<file path="src/rtl/div_seq.sv">
// Iterative radix-2 restoring unsigned divider behind valid/ready, one quotient bit per clock.
// Optional macro DIV_EARLY_OUT_EN skips the dividend's leading zeros to shorten latency.
module div_seq #(
    parameter int K  = 32,
    parameter int QW = 32
) (
    input  logic            clk,
    input  logic            rst,
    input  logic            in_valid,
    output logic            in_ready,
    input  logic [K+QW-1:0] x,
    input  logic [K-1:0]    d,
    output logic            out_valid,
    input  logic            out_ready,
    output logic [QW-1:0]   q,
    output logic [K-1:0]    r,
    output logic            dz,
    output logic            ovf
);
    localparam int W  = K + QW;
    localparam int CW = $clog2(W + 1);

    localparam logic [1:0] S_IDLE = 2'd0;
    localparam logic [1:0] S_BUSY = 2'd1;
    localparam logic [1:0] S_DONE = 2'd2;

    logic [1:0]    state_q, state_d;
    logic [W-1:0]  xs_q, xs_d;
    logic [K-1:0]  d_q, d_d;
    logic [K-1:0]  rem_q, rem_d;
    logic [QW-1:0] q_q, q_d;
    logic [CW-1:0] cnt_q, cnt_d;
    logic          dz_q, dz_d;
    logic          ovf_q, ovf_d;
    logic          accept;
    logic [K:0]    acc_sh;
    logic [K-1:0]  acc_sub;
    logic          ge;

`ifdef DIV_EARLY_OUT_EN
    function automatic logic [CW-1:0] lead_zeros(input logic [W-1:0] v);
        logic [CW-1:0] n;
        n = CW'(W);
        for (int i = 0; i < W; i++) begin
            if (v[i]) n = CW'(W - 1 - i);
        end
        return n;
    endfunction

    logic [CW-1:0] lz;
    assign lz = lead_zeros(x);
`endif

    assign in_ready  = (state_q == S_IDLE) && !rst;
    assign accept    = in_valid && in_ready;
    assign out_valid = (state_q == S_DONE);
    assign q         = q_q;
    assign r         = rem_q;
    assign dz        = dz_q;
    assign ovf       = ovf_q;

    // The partial remainder is always below d, so only the shifted value needs the extra bit.
    assign acc_sh  = {rem_q, xs_q[W-1]};
    assign ge      = (acc_sh >= {1'b0, d_q});
    assign acc_sub = acc_sh[K-1:0] - d_q;

    always_comb begin
        state_d = state_q;
        xs_d    = xs_q;
        d_d     = d_q;
        rem_d   = rem_q;
        q_d     = q_q;
        cnt_d   = cnt_q;
        dz_d    = dz_q;
        ovf_d   = ovf_q;
        case (state_q)
            S_IDLE: begin
                if (accept) begin
                    d_d   = d;
                    dz_d  = (d == '0);
                    ovf_d = (x[W-1:QW] >= d);
                    rem_d = '0;
                    q_d   = '0;
                    if (d == '0) begin
                        q_d     = '1;
                        rem_d   = x[K-1:0];
                        cnt_d   = '0;
                        state_d = S_DONE;
                    end else begin
`ifdef DIV_EARLY_OUT_EN
                        xs_d    = x << lz;
                        cnt_d   = CW'(W) - lz;
                        state_d = (lz == CW'(W)) ? S_DONE : S_BUSY;
`else
                        xs_d    = x;
                        cnt_d   = CW'(W);
                        state_d = S_BUSY;
`endif
                    end
                end
            end
            S_BUSY: begin
                rem_d = ge ? acc_sub : acc_sh[K-1:0];
                q_d   = QW'({q_q, ge});
                xs_d  = xs_q << 1;
                cnt_d = cnt_q - CW'(1);
                if (cnt_q == CW'(1)) state_d = S_DONE;
            end
            S_DONE: begin
                if (out_ready) state_d = S_IDLE;
            end
            default: state_d = S_IDLE;
        endcase
    end

    always_ff @(posedge clk) begin
        if (rst) begin
            state_q <= S_IDLE;
            rem_q   <= '0;
            q_q     <= '0;
            cnt_q   <= '0;
            dz_q    <= 1'b0;
            ovf_q   <= 1'b0;
        end else begin
            state_q <= state_d;
            rem_q   <= rem_d;
            q_q     <= q_d;
            cnt_q   <= cnt_d;
            dz_q    <= dz_d;
            ovf_q   <= ovf_d;
        end
    end

    // Operand shadows only matter while busy, so they carry no reset.
    always_ff @(posedge clk) begin
        xs_q <= xs_d;
        d_q  <= d_d;
    end

endmodule

</file>
<file path="config.mk">
export PLATFORM = sky130hd
export DESIGN_NAME = div_seq
export DESIGN_NICKNAME = d
export VERILOG_FILES = /design/src/rtl/div_seq.sv
export SDC_FILE = /design/constraint.sdc
export NUM_CORES = 1
export LEC_CHECK = 0
export CORE_ASPECT_RATIO = 0.6
export CORE_MARGIN = 3
export CORE_UTILIZATION = 45
export CTS_CLUSTER_DIAMETER = 30
export CTS_CLUSTER_SIZE = 24
export DETAILED_ROUTE_END_ITERATION = 10
export GPL_TIMING_DRIVEN = 1
export PLACE_DENSITY = 0.69
export SYNTH_ARGS = -nofsm -noshare
export SYNTH_HDL_FRONTEND = slang
export SYNTH_SLANG_ARGS = --single-unit
</file>
<file path="constraint.sdc">
create_clock -name clk -period 9.8 [get_ports clk]
set_clock_uncertainty 0.15 [all_clocks]
set_input_delay 1.96 -clock clk [delete_from_list [all_inputs] [get_ports clk]]
set_output_delay 1.96 -clock clk [all_outputs]
set_load 0.05 [all_outputs]
</file>
* Word-level counts from Yosys, hierarchy flattened
Index checks and enable logic that the tools add are counted.
** Operators by class
- Eq/ne operators :: 7
- Reduce and logical (&&, ||, !) cells :: 10
- Multiply operators :: 0
- Bitwise operators :: 0
- Shifts and indexed selects :: 0
- Add/subtract/negate cells :: 2
- Magnitude comparators :: 2
- Multiplexer cells :: 18
- Div/mod/pow operators :: 0
** Operators with widths (count)
- 32-bit 2-to-1 mux :: 5
- 64-bit 2-to-1 mux :: 2
- 32-bit one-hot mux with 2 select lines :: 2
- 64-bit one-hot mux with 2 select lines :: 1
- 33-bit by 32-bit greater-or-equal comparator with 1-bit output :: 1
- 32-bit greater-or-equal comparator :: 1
- 32-bit logical NOT :: 1
- 32-bit subtractor :: 1
- 7-bit 2-to-1 mux :: 2
- 7-bit one-hot mux with 2 select lines :: 1
- 2-bit 2-to-1 mux :: 4
- 7-bit by 1-bit == test with 1-bit output (second input constant) :: 1
- 7-bit by 1-bit subtractor with 7-bit output (second input constant) :: 1
- 2-bit != test (second input constant) :: 3
- 2-bit one-hot mux with 3 select lines :: 1
- 3-bit AND reduction :: 2
- 2-bit AND reduction :: 2
- 2-bit by 1-bit == test with 1-bit output (second input constant) :: 1
- 2-bit == test (second input constant) :: 1
- 1-bit logical AND :: 2
- 2-bit logical NOT :: 1
- 2-bit by 1-bit != test with 1-bit output (second input constant) :: 1
- 2-bit nonzero test :: 1
- 1-bit logical NOT :: 1
** Storage, ports and cells
- Latch bits :: 0
- Input port bits :: 100
- Bits in read-only memories :: 0
- Memories :: 0
- Output and inout port bits :: 68
- Register bits after elaboration :: 171
- RAM bits :: 0
- Word-level logic and storage cells :: 47

* Longest topological paths before layout
- Depth in word-level cells :: 5
- Depth in mapped cells :: 13
- Depth with buffers taken out :: 12

* Least setup slack after synthesis
OpenSTA, ideal clock, no wires.
- Kind :: input to register
- From :: in rst
- To :: reg xs_q[0] (enable)
- Path buffers :: 3
- Data required time :: 9.164 ns
- Data arrival time :: 5.424 ns
- Stages on the path :: 6
- Setup time :: 0.486 ns
- Path slack :: 3.740 ns
- Path through :: clkbuf_1 nor2b_1 o21bai_1 clkbuf_1 clkbuf_1 nor2_1
** On the way
- Cells in the longest elaborated chain, start to end :: 5
** Ends and longest elaborated chain
- start, declared :: RTL line 8 : input logic rst,
- 1-bit logical NOT :: RTL line 54 : assign in_ready = (state_q == S_IDLE) && !rst;
- 1-bit logical AND :: RTL line 54
- 1-bit logical AND :: RTL line 55 : assign accept = in_valid && in_ready;
- 2-bit != test (no source line)
- 3-bit AND reduction (no source line)
- end signal, assigned :: RTL line 136 : xs_q <= xs_d;
- end, declared :: RTL line 28 : logic [W-1:0] xs_q, xs_d;
No other way between the ends.
A chain may end at the register's enable or synchronous reset.

* Final worst setup path
- From :: in rst
- To :: out in_ready
** On the way
- Cells in the longest elaborated chain, start to end :: 2
** Ends and longest elaborated chain
- 1-bit logical NOT :: RTL line 54
- 1-bit logical AND :: RTL line 54
- end, declared :: RTL line 10 : output logic in_ready,
No other way between the ends.

==> metrics.yaml <==
setup.worst_path.end_class: "output port"
route.antenna.remaining_nets: 0
worst_path_largest_cell_delay_ps: 850
timing.setup.critical_path_class: "primary input to output port"
floorplan.io_pins: 168
cp.buffers_inverters: 3
ys_seq_area_share_pct: 43.16
arrival_ps: 3490
place.detailed.hpwl_um: 22650
postSynthAreaPerCell_um2: 8.982
powerDensity_mw_per_mm2: 200.7
start_kind: "primary input"
grt_max_degree: 75
clk_latency_ps: 450
rows: 41
cts_hold_buf: 0
drv.max_cap_violation_count: 0
fp.dieW_um: 200.0
tritoncts_clock_tree: "yes"
async_set_reset_flop_share_out_of_synthesis_pct: 0
synth_top_flop_cell: "sky130_fd_sc_hd__edfxtp_1"
rsz0062_at_grt: "false"
routed-via-count: 9084
gr-usage-all-layers_pct: 25.41
critPathTopFamily: "buffers and inverters"
wl_per_cell_um: 19.62
setup_total_negative_slack_ps: 0
timing.rr.start: "state_q[0]$_SDFFE_PP0P_"
whs_endpoint: "dz$_SDFFE_PP0P_"
worst_hold_start: "dz$_SDFFE_PP0P_"
initial_utilization_pct: 47.04
layout-area-overhead-vs-synth_pct: 24.35
timing.hold.ws_ps: 352.5
max_freq_mhz: 178.7
drive_above_1_share_pct: 8.634
worst_hold_path_cell_count: 2
place.port_buffers: 167
timing.rr.end: "r[3]$_SDFFE_PP0P_"
path_category_of_the_worst_min_delay_check: "flop to flop"
number_of_unique_standard_cell_types_used_by_synthesis: 77
chipHeight_um: 122.4
global_route_wire_length_before_repair_um: 48040
clkSlewWorstSetupHoldPaths_ps: 70
crit_chain: "buf_2, buf_4, nor3_1, clkdlybuf4s50_1"
cts_inserted_buffers: 17
post_syn_nets: 1298
synth_edf_count: 96
peakVddDrop_v: 0.0001391
reg2reg_setup_slack_ps: 6170
die_area_mm2: 0.02447
netlist_instances: 1131
layout_worst_path_cycle_share_pct: 57.09
gp_congestion: 0.9390
worst-slew-pin-transition_ps: 1164
global_route.overflow_total: 0
first_pass_iters: 5
period_needed_ps: 5595
antenna_cells: 0
routed_wl_um: 30900
crit_slowest_cell: "sky130_fd_sc_hd__clkdlybuf4s50_1"
yosys.area.top_type_share_pct: 28.38
cts_root_buffer: "sky130_fd_sc_hd__clkbuf_16"
yosys.area.top_type: "sky130_fd_sc_hd__edfxtp_1"
clock-sinks: 171
remaining_drc_errors: 0
critical_path_peak_fanout: 53
netlist_area_pre_place_mm2: 0.01016
hold_violations: 0
static-leakage-power_nw: 5.003
ys_seq_elements: 171
r2r_cells: 6
postCtsResizedCells: 0
first_global_vias: 8331
main_area_contributors_after_synthesis: "sky130_fd_sc_hd__edfxtp_1 28%, sky130_fd_sc_hd__dfxtp_1 15%, sky130_fd_sc_hd__nand2_1 8.8%, sky130_fd_sc_hd__ha_1 8.1%, sky130_fd_sc_hd__a21oi_1 4.9%"
run_status: "finished clean"
cts_post_setup_buffers_inserted: 0
maximum_root_to_sink_buffer_count: 2
timing.max_slew.rel_slack_pct: 22.24
htree_num_levels: 4
worst-endpoint-required_ps: 7690
num-nets-final: 1428
fp.coreArea_mm2: 0.02160
antenna_found_initial: 1
drt-vias-per-instance: 5.768
final_max_slew_viol_count: 0
report.final.setup_viol: 0
ys_warn_count: 0
dr.first_iter.drc_count: 1024
-- report_power, final --
group | internal [mW] | switching (mW) | total [mW]
combinational | 0.290 | 0.557 | 0.847
sequential | 0.884 | 0.0677 | 0.951
clock | 0.425 | 0.312 | 0.737
-- cells by family after synthesis --
logic type               share of synthesized area [%]
flip-flops                                       43.16
multiplexers                                    0.7144
buffers and inverters                            6.134
AND/OR/NAND/NOR                                  18.99
AO/OA/AOI/OAI                                    20.52
XOR/XNOR                                         2.155
adder cells (fa/ha/maj)                          8.326
-- placed cells by master, fill, tap and decap left out, types with 21 or more instances in the layout --
cell | netlist | routed
sky130_fd_sc_hd__nand2_1 | 237 | 237
sky130_fd_sc_hd__ha_1 | 66 | 66
sky130_fd_sc_hd__a21oi_1 | 100 | 100
sky130_fd_sc_hd__nand3_1 | 31 | 31
sky130_fd_sc_hd__a22oi_1 | 31 | 31
sky130_fd_sc_hd__clkbuf_16 | 0 | 21
sky130_fd_sc_hd__o21ai_0 | 51 | 51
sky130_fd_sc_hd__inv_1 | 82 | 82
sky130_fd_sc_hd__edfxtp_1 | 96 | 96
sky130_fd_sc_hd__nor2_1 | 49 | 47
sky130_fd_sc_hd__clkdlybuf4s50_1 | 0 | 166
sky130_fd_sc_hd__dfxtp_1 | 75 | 75
-- per-stage QoR --
stage          util [%]  power [mW]  instances  cell area, µm²  worst slack, ps
6_report          58.49       2.535       1575           12630             4205
5_1_grt           58.49       2.662       1575           12630             4145
3_3_place_gp      55.50       1.787       1543           11990             4130
2_1_floorplan         -       1.554       1131           10160             3740
4_1_cts           58.49       2.531       1575           12630             4201
3_5_place_dp      55.50       1.800       1543           11990             4085
-- worst reg2reg max path, stage by stage, from the launching register on --
cell and delay, ps:
sky130_fd_sc_hd__dfxtp_1 590, sky130_fd_sc_hd__nor2b_4 890, sky130_fd_sc_hd__buf_4 500, sky130_fd_sc_hd__buf_4 740
sky130_fd_sc_hd__nand2_1 170, sky130_fd_sc_hd__mux2_1 330, sky130_fd_sc_hd__a211oi_1 190
-- synth_stat cells (7+ instances only) --
library cell               number
sky130_fd_sc_hd__nor3_1        13
sky130_fd_sc_hd__a21oi_1      100
sky130_fd_sc_hd__edfxtp_1      96
sky130_fd_sc_hd__nor2_1        49
sky130_fd_sc_hd__a22oi_1       31
sky130_fd_sc_hd__nand2_1      237
sky130_fd_sc_hd__a21o_1        20
sky130_fd_sc_hd__dfxtp_1       75
sky130_fd_sc_hd__nand3_2       19
sky130_fd_sc_hd__nand3_1       31
sky130_fd_sc_hd__nor4_1        12
sky130_fd_sc_hd__a31oi_2       19
sky130_fd_sc_hd__a31oi_1       11
sky130_fd_sc_hd__xnor2_1       18
sky130_fd_sc_hd__clkbuf_1      46
sky130_fd_sc_hd__ha_1          66
sky130_fd_sc_hd__a211oi_1      13
sky130_fd_sc_hd__buf_2          7
sky130_fd_sc_hd__inv_1         82
sky130_fd_sc_hd__nand4_1       17
sky130_fd_sc_hd__o21ai_0       51
sky130_fd_sc_hd__xor2_1         7
-- worst max path at each step --
stage          startpoint               endpoint  slack, ps  cells after the start
2_1_floorplan         rst  xs_q[0]$_SDFFCE_PP0P_       3740                      6
3_3_place_gp         d[8]  cnt_q[6]$_SDFFE_PP0P_       4130                      6
3_5_place_dp         d[8]  cnt_q[6]$_SDFFE_PP0P_       4090                      6
4_1_cts               rst               in_ready       4200                      4
5_1_grt               rst               in_ready       4140                      4
6_report              rst               in_ready       4200                      4
-- flip-flops by register name, indices dropped and copies added, names as in the netlist --
signal and count:
xs_q 64, d_q 32, q 32, r 32, cnt_q 7, state_q 2
dz 1, ovf 1
-- routing by layer --
metal | wire [µm] | GRT usage, % | up-vias
met2 | 12390 | 34.33 | 401
met4 | 321 | 5.357 | 2
met1 | 15440 | 40.87 | 4337
li1 | - | - | 4312
met3 | 2740 | 5.487 | 32
met5 | 13 | 0 | -
-- area by class of cell --
class                      instances  area [µm²]
clock inverter                    10       106.4
inverter                          83       311.5
clock buffer                      22       539.3
multi-input combinational        813        5187
timing repair buffer             175        1727
tap                              301       376.6
fill                            1911        8965
sequential                       171        4384
Power figures use the tool's default switching activity.
